[src/rtl/traffic_phase_sched.sv]
// traffic_phase_sched
//   Phase scheduler for a two-road signalised intersection. Group 1 is the
//   main road, group 2 the side road. A prescaled phase timer sequences
//   green / yellow / all-red phases. Side-road requests are held until the
//   main-road minimum green has elapsed. Flash mode overrides every timed
//   transition.
//
// Optional feature: define PED_WALK_EN to add the pedestrian walk interval.
// That build adds the PREQ, WALK and PACK ports and the T_WALK parameter.
//
// Ports
//   CK     in   clock, rising edge
//   CLR    in   asynchronous active-low reset
//   TEST   in   1 = timer ticks every cycle (prescaler bypassed)
//   FM     in   flash mode request (level)
//   SREQ   in   side-road vehicle sensor (level or pulse)
//   GRN1/YLW1/RED1  out  main-road lamps (registered)
//   GRN2/YLW2/RED2  out  side-road lamps (registered)
//   PHASE  out  [2:0] current state code (registered)
//   PREQ   in   pedestrian button          (PED_WALK_EN only)
//   WALK   out  pedestrian walk lamp       (PED_WALK_EN only)
//   PACK   out  one-cycle acknowledge      (PED_WALK_EN only)

module traffic_phase_sched #(
    parameter int TW         = 5,
    parameter int PRESCALE   = 4,
    parameter int T_MIN_GRN  = 8,
    parameter int T_SIDE_GRN = 6,
    parameter int T_YLW      = 3,
    parameter int T_RED      = 2
`ifdef PED_WALK_EN
    ,
    parameter int T_WALK     = 4
`endif
) (
    input  logic       CK,
    input  logic       CLR,
    input  logic       TEST,
    input  logic       FM,
    input  logic       SREQ,
    output logic       GRN1,
    output logic       YLW1,
    output logic       RED1,
    output logic       GRN2,
    output logic       YLW2,
    output logic       RED2,
    output logic [2:0] PHASE
`ifdef PED_WALK_EN
    ,
    input  logic       PREQ,
    output logic       WALK,
    output logic       PACK
`endif
);

    typedef enum logic [2:0] {
        MAIN_GRN = 3'd0,
        MAIN_YLW = 3'd1,
        ALL_RED1 = 3'd2,
        SIDE_GRN = 3'd3,
        SIDE_YLW = 3'd4,
        ALL_RED2 = 3'd5,
        FLASH    = 3'd6
    } state_t;

    localparam int PW = (PRESCALE > 2) ? $clog2(PRESCALE) : 1;
    localparam logic [PW-1:0] PRE_MAX   = PW'(PRESCALE - 1);
    localparam logic [TW-1:0] TMR_MAX   = '1;
    localparam logic [TW-1:0] MIN_LAST  = TW'(T_MIN_GRN - 1);
    localparam logic [TW-1:0] SIDE_LAST = TW'(T_SIDE_GRN - 1);
    localparam logic [TW-1:0] YLW_LAST  = TW'(T_YLW - 1);
    localparam logic [TW-1:0] RED_LAST  = TW'(T_RED - 1);

    state_t        state, state_nxt;
    logic [PW-1:0] pre, pre_nxt;
    logic [TW-1:0] tmr, tmr_nxt;
    logic          tick;
    logic          chg;
    logic          entering_side;
    logic          sreq_l;
    logic          req;
    logic          blink, blink_nxt;
    logic          grn1_nxt, ylw1_nxt, red1_nxt;
    logic          grn2_nxt, ylw2_nxt, red2_nxt;

`ifdef PED_WALK_EN
    localparam logic [TW:0] WALK_LEN = (TW+1)'(T_WALK);
    logic preq_l;
    logic walk_nxt;
    assign req = sreq_l | preq_l;
`else
    assign req = sreq_l;
`endif

    assign tick = TEST | (pre == PRE_MAX);

    // Next-state decode; FM has priority over every timed transition.
    always_comb begin
        state_nxt = state;
        if (FM && state != FLASH) begin
            state_nxt = FLASH;
        end else begin
            case (state)
                MAIN_GRN: if (tick && tmr >= MIN_LAST && req)  state_nxt = MAIN_YLW;
                MAIN_YLW: if (tick && tmr == YLW_LAST)         state_nxt = ALL_RED1;
                ALL_RED1: if (tick && tmr == RED_LAST)         state_nxt = SIDE_GRN;
                SIDE_GRN: if (tick && tmr == SIDE_LAST)        state_nxt = SIDE_YLW;
                SIDE_YLW: if (tick && tmr == YLW_LAST)         state_nxt = ALL_RED2;
                ALL_RED2: if (tick && tmr == RED_LAST)         state_nxt = MAIN_GRN;
                FLASH:    if (!FM)                             state_nxt = ALL_RED2;
                default:                                       state_nxt = ALL_RED2;
            endcase
        end
    end

    // Timer, prescaler and blink bookkeeping.
    always_comb begin
        chg           = (state_nxt != state);
        entering_side = (state_nxt == SIDE_GRN) && (state != SIDE_GRN);

        pre_nxt = (chg || pre == PRE_MAX) ? '0 : pre + 1'b1;

        if (chg)
            tmr_nxt = '0;
        else if (tick && tmr != TMR_MAX)
            tmr_nxt = tmr + 1'b1;
        else
            tmr_nxt = tmr;

        blink_nxt = blink;
        if (state_nxt == FLASH) begin
            if (state != FLASH)
                blink_nxt = 1'b1;
            else if (tick)
                blink_nxt = ~blink;
        end
    end

    // Lamps are decoded from the next state so they move on the same edge
    // as PHASE; a single decoded state keeps GRN1/GRN2 exclusive.
    always_comb begin
        grn1_nxt = 1'b0;
        ylw1_nxt = 1'b0;
        red1_nxt = 1'b0;
        grn2_nxt = 1'b0;
        ylw2_nxt = 1'b0;
        red2_nxt = 1'b0;
        if (state_nxt == FLASH) begin
            ylw1_nxt = blink_nxt;
            red2_nxt = blink_nxt;
        end else begin
            grn1_nxt = (state_nxt == MAIN_GRN);
            ylw1_nxt = (state_nxt == MAIN_YLW);
            red1_nxt = !(state_nxt == MAIN_GRN || state_nxt == MAIN_YLW);
            grn2_nxt = (state_nxt == SIDE_GRN);
            ylw2_nxt = (state_nxt == SIDE_YLW);
            red2_nxt = !(state_nxt == SIDE_GRN || state_nxt == SIDE_YLW);
        end
    end

`ifdef PED_WALK_EN
    // WALK can only stay high inside the SIDE_GRN it was granted on; once
    // it drops it remains low for the rest of that phase.
    always_comb begin
        walk_nxt = (state_nxt == SIDE_GRN)
                && (entering_side ? preq_l : WALK)
                && ({1'b0, tmr_nxt} < WALK_LEN);
    end
`endif

    always_ff @(posedge CK or negedge CLR) begin
        if (!CLR) begin
            state  <= ALL_RED2;
            PHASE  <= 3'd5;
            pre    <= '0;
            tmr    <= '0;
            sreq_l <= 1'b0;
            blink  <= 1'b1;
            GRN1   <= 1'b0;
            YLW1   <= 1'b0;
            RED1   <= 1'b1;
            GRN2   <= 1'b0;
            YLW2   <= 1'b0;
            RED2   <= 1'b1;
        end else begin
            state  <= state_nxt;
            PHASE  <= state_nxt;
            pre    <= pre_nxt;
            tmr    <= tmr_nxt;
            blink  <= blink_nxt;
            GRN1   <= grn1_nxt;
            YLW1   <= ylw1_nxt;
            RED1   <= red1_nxt;
            GRN2   <= grn2_nxt;
            YLW2   <= ylw2_nxt;
            RED2   <= red2_nxt;
            // The clear on SIDE_GRN entry wins over a simultaneous set.
            if (entering_side)
                sreq_l <= 1'b0;
            else if (SREQ && state != SIDE_GRN)
                sreq_l <= 1'b1;
        end
    end

`ifdef PED_WALK_EN
    always_ff @(posedge CK or negedge CLR) begin
        if (!CLR) begin
            preq_l <= 1'b0;
            WALK   <= 1'b0;
            PACK   <= 1'b0;
        end else begin
            WALK <= walk_nxt;
            PACK <= entering_side && preq_l;
            if (entering_side)
                preq_l <= 1'b0;
            else if (PREQ && state != SIDE_GRN)
                preq_l <= 1'b1;
        end
    end
`endif

endmodule

[config.mk]
export PLATFORM = sky130hd
export DESIGN_NAME = traffic_phase_sched
export DESIGN_NICKNAME = d
export VERILOG_FILES = /design/src/rtl/traffic_phase_sched.sv
export SDC_FILE = /design/constraint.sdc
export NUM_CORES = 1
export LEC_CHECK = 0
export CORE_UTILIZATION = 35
export CTS_CLUSTER_DIAMETER = 30
export CTS_CLUSTER_SIZE = 12
export DETAILED_ROUTE_END_ITERATION = 10
export HOLD_SLACK_MARGIN = 0.1
export SYNTH_ARGS = -nofsm -noshare
export SYNTH_HDL_FRONTEND = slang
export SYNTH_SLANG_ARGS = --single-unit
[constraint.sdc]
create_clock -name CK -period 4.8 [get_ports CK]
set_input_delay 0.72 -clock CK [delete_from_list [all_inputs] [get_ports CK]]
set_output_delay 0.72 -clock CK [all_outputs]
set_load 0.1 [all_outputs]
# Yosys cells after proc, flatten, opt, wreduce, memory -nomap -nowiden

Index checks and enable logic that the tools add are counted.

Flip-flop bits (word level): 18
Word-level logic and storage cells: 75
Output and inout bits: 9
Input port bits: 5

Equal/unequal tests: 18
Muxes and demuxes: 23
Bitwise logic cells: 2
Add/subtract/negate cells: 2
Order comparisons: 1
Reduce and logical (&&, ||, !) cells: 18

Operators with widths:

| cell                                                                   | number |
|---|---|
| 3-bit 2-to-1 mux                                                       | 8 |
| 3-bit one-hot mux with 7 select lines                                  | 1 |
| 3-bit == test (second input constant)                                  | 5 |
| 1-bit 2-to-1 mux                                                       | 11 |
| 5-bit 2-to-1 mux                                                       | 2 |
| 3-bit by 2-bit == test with 1-bit output (second input constant)       | 3 |
| 1-bit logical AND                                                      | 9 |
| 3-bit by 1-bit == test with 1-bit output (second input constant)       | 2 |
| 3-bit logical NOT                                                      | 2 |
| 5-bit by 1-bit adder with 5-bit output (second input constant)         | 1 |
| 5-bit by 1-bit == test with 1-bit output (second input constant)       | 1 |
| 5-bit by 2-bit == test with 1-bit output (second input constant)       | 1 |
| 5-bit by 3-bit == test with 1-bit output (second input constant)       | 1 |
| 5-bit by 3-bit >= comparator with 1-bit output (second input constant) | 1 |
| 5-bit != test (second input constant)                                  | 1 |
| 2-bit nonzero test                                                     | 2 |
| 1-bit logical OR                                                       | 3 |
| 3-bit by 2-bit != test with 1-bit output (second input constant)       | 1 |
| 3-bit != test                                                          | 1 |
| 3-bit != test (second input constant)                                  | 1 |
| 2-bit by 1-bit adder with 2-bit output (second input constant)         | 1 |
| 2-bit == test (second input constant)                                  | 1 |
| 1-bit logical NOT                                                      | 2 |
| 2-bit 2-to-1 mux                                                       | 1 |
| 2 further kinds                                                        | 2 |

# Logic depth before layout (Yosys ltp)

Word-level depth: 11
Mapped depth: 7
Gate-level depth less buffers: 7

# Worst setup path after synthesis

OpenSTA, ideal clock, no wires.

Path type: flip-flop to flip-flop
From: register state[1]
To: register pre[1]
Setup time: 0.080 ns
Data required time: 4.720 ns
Buffers on the path: 1
Slack: 2.569 ns
Cell stages (with the launch flop): 7
Data arrival time: 2.152 ns
Period minus slack after synthesis: 2.231 ns
Cell sequence: dfrtp_1 > buf_6 > nor2b_4 > and4_4 > or4_4 > o21a_4 > nor3b_2

Word-level cells in the longest chain between the ends: 6
Elaborated cells on any way between the ends: 21
Those cells by class: 8 x eq/ne; 10 x mux; 3 x reduce/logical

RTL lines:

| what                                                                       | RTL line | source |
|---|---|---|
| from (decl)                                                                | 74       | `state_t state, state_nxt;` |
| from (signal assigned)                                                     | 186      | `state <= state_nxt;` |
| 3-bit == test, or another cell as far along                                | 103      | `case (state)` |
| 3-bit one-hot mux with 7 select lines or 1-bit logical AND (tied branches) | 103, 100 |  |
| 3-bit 2-to-1 mux                                                           | 100      | `if (FM && state != FLASH) begin` |
| 3-bit != test *                                                            | 118      | `chg = (state_nxt != state);` |
| 1-bit logical OR *                                                         | 121      | `pre_nxt = (chg \|\| pre == PRE_MAX) ? '0 : pre + 1'b1;` |
| 2-bit 2-to-1 mux *                                                         | 121      |  |
| net pre_nxt[1]                                                             | 75       | `logic [PW-1:0] pre, pre_nxt;` |
| to (signal assigned)                                                       | 188      | `pre <= pre_nxt;` |
| to (decl)                                                                  | 75       |  |

Mark *: on every way through the listed nets, which the timed path passes. The rest lies on a longest branch.
A chain may end at the register's enable or synchronous reset.

==> flow_summary.yaml <==
cts:
  root_buffer: "clkbuf_4"
  cts-hold-fix-buffers: 0
  htreeDepth: 1
  numCtsBuffers: 3
  post_cts_resized: 0
  cts_tree: "built"
  cts_sinks: 18
  cts_setup_buffers: 0
  cts_buffer_depth: 2
  worstSkewPairLatency_ps: 290
  clk_pin_slew_ps: 100
timing:
  worst_slew_pin_slew_ps: 966.2
  slew_headroom_pct: 35.39
  period_share_pct: 59.57
  setup_tns_ps: 0
  rsz0062_at_grt: "false"
  final_max_slew_viol_count: 0
  finalSetupViolCount: 0
  hold_violations: 0
  whs_ps: 453.4
  max_freq_mhz: 349.7
  skew_ps: 2.869
  layout_min_cycle_time_ps: 2859
global_routing:
  grt_antenna_before_repair: 0
  grt_overflow: 0
  grt_busiest_layer: "met2"
  grt_pass1_vias: 752
  grt_util_met2_pct: 22.43
  grt_util_met3_pct: 4.241
  grt_use_total_pct: 13.36
  grt_max_degree: 19
  grtUsageMet1_pct: 16.64
  grt_pass1_wl_microns: 3360
routing:
  drc: 3
  final_antenna_net_count: 0
  firstDrtPassIters: 7
  wl_per_cell_microns: 13.70
  vias: 850
  via_per_inst: 5.592
  wl_microns: 2083
  drtIter0Drc: 10
yosys:
  synth_area_leaders: "dfrtp_1, dfstp_2, ha_1, nor2_1, nor3b_2"
  ys_warn_count: 0
  async_flop_share_pct: 100.0
  yosysMostFrequentCell: "nor2_1"
  synthFlopType: "dfrtp_1"
  post-synth-top-area-fraction_pct: 29.99
  synth_edf_count: 0
  syn-mean-instance-area_sq_um: 9.952
  yosys_register_bits: 18
  ys_seq_area_share_pct: 42.10
  synth_nets: 119
  yosysUniqueCellTypes: 43
  postSynthCellCount: 109
  yosysTopAreaCell: "dfrtp_1"
  synth_commonest_cells: "nor2_1, dfrtp_1, a21oi_1, dfstp_2, ha_1"
  syn_area_sq_mm: 0.001085
floorplan:
  core-area_sq_mm: 0.002853
  die-area_sq_mm: 0.003326
  die-width_microns: 57.67
  start_util_pct: 38.03
  fp.dieH_microns: 57.67
  io_pins: 14
  fp-row-count: 19
setup_path:
  path_cells: "clkdlybuf4s50_1"
  path_buf_inv: 1
  path_max_fanout: 10
  endpoint_kind: "primary output"
  cp_slowest_cell: "clkdlybuf4s50_1"
  cp-start-kind: "flip-flop"
  required_ps: 4080
  crit_arrival_ps: 2140
  worst-setup-path-type: "flip-flop to primary output"
  path_delay_family: "buffers and inverters"
  max_stage_delay_ps: 1170
placement:
  io_buffer_count: 13
  routabilityCongestion: 0.8718
  dpl.hpwl_microns: 1641
power_and_ir_drop:
  p_leak_uw: 0.0005267
  power_density_mw_per_mm2: 364.6
  vdd_ir_drop_max_v: 0.0001614
run:
  cap_violations: 0
outcome:
  violations: "DRC"
  status: "complete, but fails checks"
cells_and_area:
  multi_input_area_sq_um: 578.1
  area_growth_pct: 15.69
  drive_gt1_share_pct: 17.36
  final-seq-area_sq_um: 456.7
  diodes: 0
  fillers: 292
  nNetsFinal: 132
hold_path:
  hold_class: "flip-flop to flip-flop"
[registers in the layout (all words and copies together), names as in the netlist]
name and cells:
pre 2, state 3, YLW2 1, YLW1 1, req 1, GRN2 1
blink 1, GRN1 1, tmr 5, RED1 1, RED2 1
[stage by stage]
step                cells  utilization (%)  setup WS, ps  cell area, sq um  power, uW
finish                152            43.99          1941              1255      457.6
global route          152            43.99          1891              1255      484.0
CTS                   152            43.99          1931              1255      462.6
detailed placement    148            42.72          2192              1219      371.2
global placement      148            42.72          2263              1219      368.7
floorplan             109                -          2569              1085      331.8
[area by class of cell]
class	instances	share of cell area, %
well taps	31	3.091
inverters	4	1.196
flip-flops and latches	18	36.39
clock buffers	4	2.891
repair buffers	13	10.37
multi-input cells	82	46.06
[power by group]
group          switching [uW]  total (uW)  internal, uW
Sequential               18.1         193           175
Combinational             119         175          55.5
Clock                    43.8        90.0          46.2
[path summary, 6_finish.rpt]
check                                        start                 end  slack [ps]  cells after the start
worst max-delay path            state[2]$_DFF_PN1_            PHASE[2]        1940                      1
worst min-delay path              pre[0]$_DFF_PN0_    pre[0]$_DFF_PN0_         450                      1
worst max register to register    pre[0]$_DFF_PN0_  tmr[1]$_DFFE_PN0P_        2750                      6
worst min register to register    pre[0]$_DFF_PN0_    pre[0]$_DFF_PN0_         450                      1
max in group asynchronous                      CLR  tmr[2]$_DFFE_PN0P_        3450                      1
min in group asynchronous                      CLR  state[1]$_DFF_PN0_         870                      1
[cell usage in the layout, fill, tap and decap left out, drive strengths merged, types with 2 or more instances in the layout]
master | Yosys | final
and3 | 2 | 2
clkbuf | 1 | 4
or2 | 5 | 5
nand3 | 4 | 4
and2 | 2 | 2
nand4 | 3 | 3
clkdlybuf4s50 | 0 | 13
a21oi | 5 | 5
dfrtp | 13 | 13
xor2 | 2 | 2
nor2b | 2 | 2
nor3b | 4 | 4
xnor2 | 3 | 3
o21ai | 4 | 4
dfstp | 5 | 5
nand2 | 4 | 4
inv | 4 | 4
ha | 5 | 5
o21a | 3 | 3
a22oi | 2 | 2
o211ai | 2 | 2
nor2 | 15 | 15
[cells by family (layout without fill, tap and decap cells)]
family / Yosys count / after routing / synth area share (%)
buffers and inverters: 9 / 21 / 4.612
AOI/OAI and AO/OA: 26 / 26 / 18.22
DFF: 18 / 18 / 42.10
xor gates and xnor gates: 5 / 5 / 4.038
adders and majority gates: 5 / 5 / 5.767
and+or+nand+nor: 46 / 46 / 25.26
[routing by layer]
layer  wire, microns  share of wire, %
met5               0                 0
met4              22               1.1
met3             133               6.4
met2            1001                48
met1             925                44
Note: power is estimated with default switching activity, not from simulation.
